**src/rtl/adder_share_arb_pkg.sv**
```systemverilog
// Shared types for the adder-sharing arbiter.
// FSM state encoding and the fixed adder width.
package adder_share_arb_pkg;

  localparam int W_ADD = 4;

  typedef enum logic [1:0] {
    ST_IDLE = 2'd0,
    ST_ADD  = 2'd1,
    ST_RESP = 2'd2
  } state_e;

endpackage

```
**src/rtl/adder_share_arb_pick.sv**
```systemverilog
// Round-robin picker: first set req at or after ptr.
// Returns a one-hot winner and its index.
module rr_pick #(
  parameter int NREQ = 4,
  parameter int IDW  = 2
) (
  input  logic [NREQ-1:0] req,
  input  logic [IDW-1:0]  ptr,
  output logic [NREQ-1:0] win,
  output logic [IDW-1:0]  win_id
);

  logic found;

  // Scan ptr..NREQ-1 first, then wrap to 0..ptr-1.
  always_comb begin
    win    = '0;
    win_id = '0;
    found  = 1'b0;
    for (int i = 0; i < NREQ; i++) begin
      if (!found && req[i] && i >= int'(ptr)) begin
        found  = 1'b1;
        win[i] = 1'b1;
        win_id = IDW'(i);
      end
    end
    for (int i = 0; i < NREQ; i++) begin
      if (!found && req[i] && i < int'(ptr)) begin
        found  = 1'b1;
        win[i] = 1'b1;
        win_id = IDW'(i);
      end
    end
  end

endmodule

```
**src/rtl/carry4bitrip.sv**
```systemverilog
// 4-bit ripple-carry adder; carry-out is dropped.
// Sum wraps modulo 16.
module carry4bitrip (
  input  logic [3:0] n1,
  input  logic [3:0] n2,
  output logic [3:0] outy
);

  logic cy;

  // Ripple the carry bit by bit from the LSB.
  always_comb begin
    outy = '0;
    cy   = 1'b0;
    for (int i = 0; i < 4; i++) begin
      outy[i] = n1[i] ^ n2[i] ^ cy;
      cy      = (n1[i] & n2[i]) | (cy & (n1[i] ^ n2[i]));
    end
  end

endmodule

```
**src/rtl/adder_share_arb.sv**
```systemverilog
// Round-robin front end sharing one 4-bit adder.
// Grant latches operands; result leaves on valid/ready.
module adder_share_arb
  import adder_share_arb_pkg::*;
#(
  parameter int NREQ = 4,
  parameter int W    = 4,
  parameter int IDW  = (NREQ > 1) ? $clog2(NREQ) : 1
) (
  input  logic              clk,
  input  logic              rst,
  input  logic [NREQ-1:0]   req,
  input  logic [NREQ*W-1:0] a_bus,
  input  logic [NREQ*W-1:0] b_bus,
  output logic [NREQ-1:0]   gnt,
  output logic              rsp_valid,
  input  logic              rsp_ready,
  output logic [IDW-1:0]    rsp_id,
  output logic [W-1:0]      rsp_sum,
  output logic              busy
);

  if (W != W_ADD) begin : g_w_chk
    $error("adder_share_arb: W must be 4");
  end
  if (NREQ < 1 || NREQ > 8) begin : g_n_chk
    $error("adder_share_arb: NREQ out of range");
  end

  state_e         state_q, state_d;
  logic [IDW-1:0] rr_ptr_q, rr_ptr_d;
  logic [W-1:0]   op_a_q, op_a_d;
  logic [W-1:0]   op_b_q, op_b_d;
  logic [IDW-1:0] id_q, id_d;
  logic           rsp_valid_q, rsp_valid_d;
  logic [IDW-1:0] rsp_id_q, rsp_id_d;
  logic [W-1:0]   rsp_sum_q, rsp_sum_d;

  logic [NREQ-1:0] win;
  logic [IDW-1:0]  win_id;
  logic [W-1:0]    sel_a, sel_b;
  logic [W-1:0]    sum;

  rr_pick #(
    .NREQ (NREQ),
    .IDW  (IDW)
  ) u_pick (
    .req    (req),
    .ptr    (rr_ptr_q),
    .win    (win),
    .win_id (win_id)
  );

  carry4bitrip u_add (
    .n1   (op_a_q),
    .n2   (op_b_q),
    .outy (sum)
  );

  // Mux the winner's operands off the buses.
  always_comb begin
    sel_a = '0;
    sel_b = '0;
    for (int i = 0; i < NREQ; i++) begin
      if (win[i]) begin
        sel_a = a_bus[i*W +: W];
        sel_b = b_bus[i*W +: W];
      end
    end
  end

  // Next-state logic for IDLE -> ADD -> RESP.
  always_comb begin
    state_d     = state_q;
    rr_ptr_d    = rr_ptr_q;
    op_a_d      = op_a_q;
    op_b_d      = op_b_q;
    id_d        = id_q;
    rsp_valid_d = rsp_valid_q;
    rsp_id_d    = rsp_id_q;
    rsp_sum_d   = rsp_sum_q;
    unique case (state_q)
      ST_IDLE: begin
        if (|req) begin
          op_a_d  = sel_a;
          op_b_d  = sel_b;
          id_d    = win_id;
          state_d = ST_ADD;
        end
      end
      ST_ADD: begin
        rsp_sum_d   = sum;
        rsp_id_d    = id_q;
        rsp_valid_d = 1'b1;
        state_d     = ST_RESP;
        if (id_q == IDW'(NREQ - 1))
          rr_ptr_d = '0;
        else
          rr_ptr_d = id_q + IDW'(1);
      end
      ST_RESP: begin
        if (rsp_valid_q && rsp_ready) begin
          rsp_valid_d = 1'b0;
          state_d     = ST_IDLE;
        end
      end
      default: state_d = ST_IDLE;
    endcase
  end

  // State, operand and response registers.
  always_ff @(posedge clk or posedge rst) begin
    if (rst) begin
      state_q     <= ST_IDLE;
      rr_ptr_q    <= '0;
      op_a_q      <= '0;
      op_b_q      <= '0;
      id_q        <= '0;
      rsp_valid_q <= 1'b0;
      rsp_id_q    <= '0;
      rsp_sum_q   <= '0;
    end else begin
      state_q     <= state_d;
      rr_ptr_q    <= rr_ptr_d;
      op_a_q      <= op_a_d;
      op_b_q      <= op_b_d;
      id_q        <= id_d;
      rsp_valid_q <= rsp_valid_d;
      rsp_id_q    <= rsp_id_d;
      rsp_sum_q   <= rsp_sum_d;
    end
  end

  // Grant pulses only in the IDLE cycle that captures operands.
  always_comb begin
    gnt = '0;
    if (state_q == ST_IDLE && !rst)
      gnt = win;
  end

  assign rsp_valid = rsp_valid_q;
  assign rsp_id    = rsp_id_q;
  assign rsp_sum   = rsp_sum_q;
  assign busy      = (state_q != ST_IDLE);

endmodule

```
**config.mk**
```make
export PLATFORM = sky130hd
export DESIGN_NAME = adder_share_arb
export DESIGN_NICKNAME = d
export VERILOG_FILES = /design/src/rtl/adder_share_arb_pkg.sv /design/src/rtl/adder_share_arb_pick.sv /design/src/rtl/carry4bitrip.sv /design/src/rtl/adder_share_arb.sv
export SDC_FILE = /design/constraint.sdc
export NUM_CORES = 1
export LEC_CHECK = 0
export CORE_MARGIN = 5
export CORE_UTILIZATION = 48
export DETAILED_ROUTE_END_ITERATION = 10
export PLACE_DENSITY = 0.95
export SLEW_MARGIN = 20
export SYNTH_ARGS = -nofsm -noshare
export SYNTH_HDL_FRONTEND = slang
export SYNTH_SLANG_ARGS = --single-unit
```
**constraint.sdc**
```tcl
create_clock -name clk -period 3.13 [get_ports clk]
set_input_delay 0.313 -clock clk [delete_from_list [all_inputs] [get_ports clk]]
set_output_delay 0.313 -clock clk [all_outputs]
set_load 0.02 [all_outputs]
```
==> flow_summary.toml <==
[run_status]
status = "finished clean"

[global_route]
antenna_found_initial = 0
grt_pass1_vias = 1407
grt_max_degree = 22
grt_overflow = 0
grt_pass1_wl_mm = 6.582
met2_usage = 0.3518
met1_usage = 0.2489
grt_util_all_layers = 0.1962
use_met3 = 0.02102
top_usage_layer = "met2"

[critical_path]
cpMostUsedCell = "clkdlybuf4s50_1"
start_kind = "primary input"
r2r_setup_slack_ps = 1170
r2r_cells = 4
worstReg2RegStart = "state_q[1]"
crit_type = "in -> out"
path_max_fanout = 10
reg2reg_to = "op_b_q[2]"
crit_path_max_incr_delay_ps = 660
arrival_ps = 2500
cp_num_buf_inv = 2
crit_required_ps = 2820
crit_path_end_kind = "primary output"
crit_chain = "clkdlybuf4s50_1 > o311ai_2 > nand2_1 > nor3_1 > clkdlybuf4s50_1"
crit_family = "buffers and inverters"
slowest_stage = "o311ai_2"

[synth]
syn_inst = 150
netlist_top_cells_area = "dfrtp_1, nand3_1, a41oi_1, o41ai_1, a22oi_1"
synth.cell_area_mm2 = 0.001419
synth_top_area_frac = 0.3704
ys.flop_type = "dfrtp_1"
synth.avg_cell_area_um2 = 9.459
ys_types = 40
async_flop_share = 1.000
synth_top_cell_by_area = "dfrtp_1"
yosys_warnings = 0
seq_area_frac_synth = 0.3704
synth_nets = 193
yosys_register_bits = 21
synth_edf_count = 0

[sta]
layout_min_cycle_time_ps = 2809
rsz0062_at_grt = "false"
clock_skew_ps = 4.435
setup_ws_ps = 320.7
holdWs_ps = 505.6
max_freq_mhz = 356.0
period_share = 0.8975
slew_headroom = 0.4868
fin_tns_setup_ps = 0
drv_slew = 0
hold_viol_final = 0
worstMarginPinSlew_ps = 768.9
setup_viol = 0

[clock_network]
cts_tree = "built"
cts_setup_buffers = 0
cts_max_level = 1
numCtsBuffers = 3
clk_latency_ps = 300
cts_max_path_buffers = 2
clk_pin_slew_ps = 110
root_buffer = "clkbuf_4"
cts_hold_buf = 0
cts_resized = 0
cts_num_sinks = 21

[route]
vias_per_cell = 6.071
ant_nets = 0
drc = 0
wire_per_inst_um = 17.19
drt_wl_total_mm = 3.884
first_pass_iters = 4
vias = 1372
drtIter0Drc = 91

[place]
numPortBuffers = 50
dp_hpwl_mm = 3.127
place_ws_ps = 351.7
placedCellCount = 222
dpl_cell_area_mm2 = 0.001914
place.gp.congestion = 0.9195

[worst_hold_path]
hold_path_end = "rsp_sum[1]"
min_path_type = "reg -> reg"
hold_start = "rsp_sum[1]"
whs_path_depth = 2

[finish]
drive_gt1_frac = 0.09231
layout.cells.most_common = "clkdlybuf4s50_1"
antennaDiodeCount = 0
fin_nets = 239
post-route-util = 0.6918
final_cell_mix = "clkdlybuf4s50_1, dfrtp_1, nand3_1, nand2_1, a22oi_1"
syn_to_final_growth_pct = 36.77
fin_area_mm2 = 0.001941
final_cells = 226
fillers = 226

[floorplanning]
initial_core_util = 0.5058
rows = 19
core_area_mm2 = 0.002805
ios = 51
die_width_um = 64.37
die-area_mm2 = 0.004144
die_h_um = 64.37

[pwr]
powerDensity_mw_per_mm2 = 860.4
intPower_mw = 0.9422
irDropWorstVdd_mv = 0.3205
total_power_mw = 1.670
pwr-share-clk = 0.077
seqPwrFrac = 0.315
switchingPower_mw = 0.7274
p_leak_nw = 0.7701
swShare = 0.4357
combPwrFrac = 0.608

[job]
maxCapViolCount = 0
[cells in the mapped netlist (3+ instances only)]
cell      count
dfrtp_1      21
nand3_1      16
nand2_1      10
a22oi_1       9
a41oi_1       8
o21ai_0       8
o41ai_1       8
inv_1         7
o21bai_1      7
buf_2         5
clkbuf_1      5
mux2_2        5
nor2b_1       4
nand2b_1      3
[per-layer routing]
layer	vias to the layer above	share of wire
li1	663	-
met2	63	0.50
met5	-	0
met3	4	0.061
met4	0	0.011
met1	642	0.43
[state kept, by name, summed over array words and instances (netlist names)]
signal     count
rr_ptr_q       2
op_b_q         4
id_q           2
state_q        2
rsp_sum        4
rsp_id         2
rsp_valid      1
op_a_q         4
[power groups by stage]
| stage | Clock, mW | Sequential, mW | Combinational, mW |
|---|---|---|---|
| 6_report | 0.128 | 0.526 | 1.01 |
| 5_1_grt | 0.139 | 0.551 | 1.13 |
| 4_1_cts | 0.131 | 0.526 | 1.02 |
| 3_5_place_dp | 0 | 0.532 | 1.01 |
| 3_3_place_gp | 0 | 0.519 | 0.972 |
| 2_1_floorplan | 0 | 0.537 | 0.692 |
[final cells by class]
type	count	area, um2	share of cell area
timing repair buffer	53	523.0	0.2695
clock buffer	4	26.28	0.01354
multi-input combinational	109	797.0	0.4107
sequential	21	525.5	0.2708
tap	31	38.79	0.01999
inverter	8	30.03	0.01547
[cells by family after synthesis]
group | Yosys count | synth area share
flops | 21 | 0.3704
simple gates | 45 | 0.1755
compound gates | 53 | 0.2884
buf+inv | 20 | 0.06790
fa+ha+maj | 4 | 0.04585
xor+xnor | 2 | 0.01235
mux | 5 | 0.03968
[tightest hold or removal path: stages (launching register included)]
cell	delay [ps]
dfrtp_1	370
nand2_1	50
o21ai_0	60
[worst max-delay path by stage]
| stage | start | to | slack [ps] | cells past startpoint |
|---|---|---|---|---|
| after floorplan | state_q[1] | gnt[3] | 1100 | 3 |
| after CTS | req[1] | gnt[2] | 330 | 5 |
| after global routing | req[1] | gnt[2] | 150 | 5 |
| final | req[1] | gnt[2] | 320 | 5 |
| after detailed placement | req[1] | gnt[2] | 350 | 5 |
| after global placement | req[1] | gnt[2] | 390 | 5 |
(Power assumes the default switching activity.)
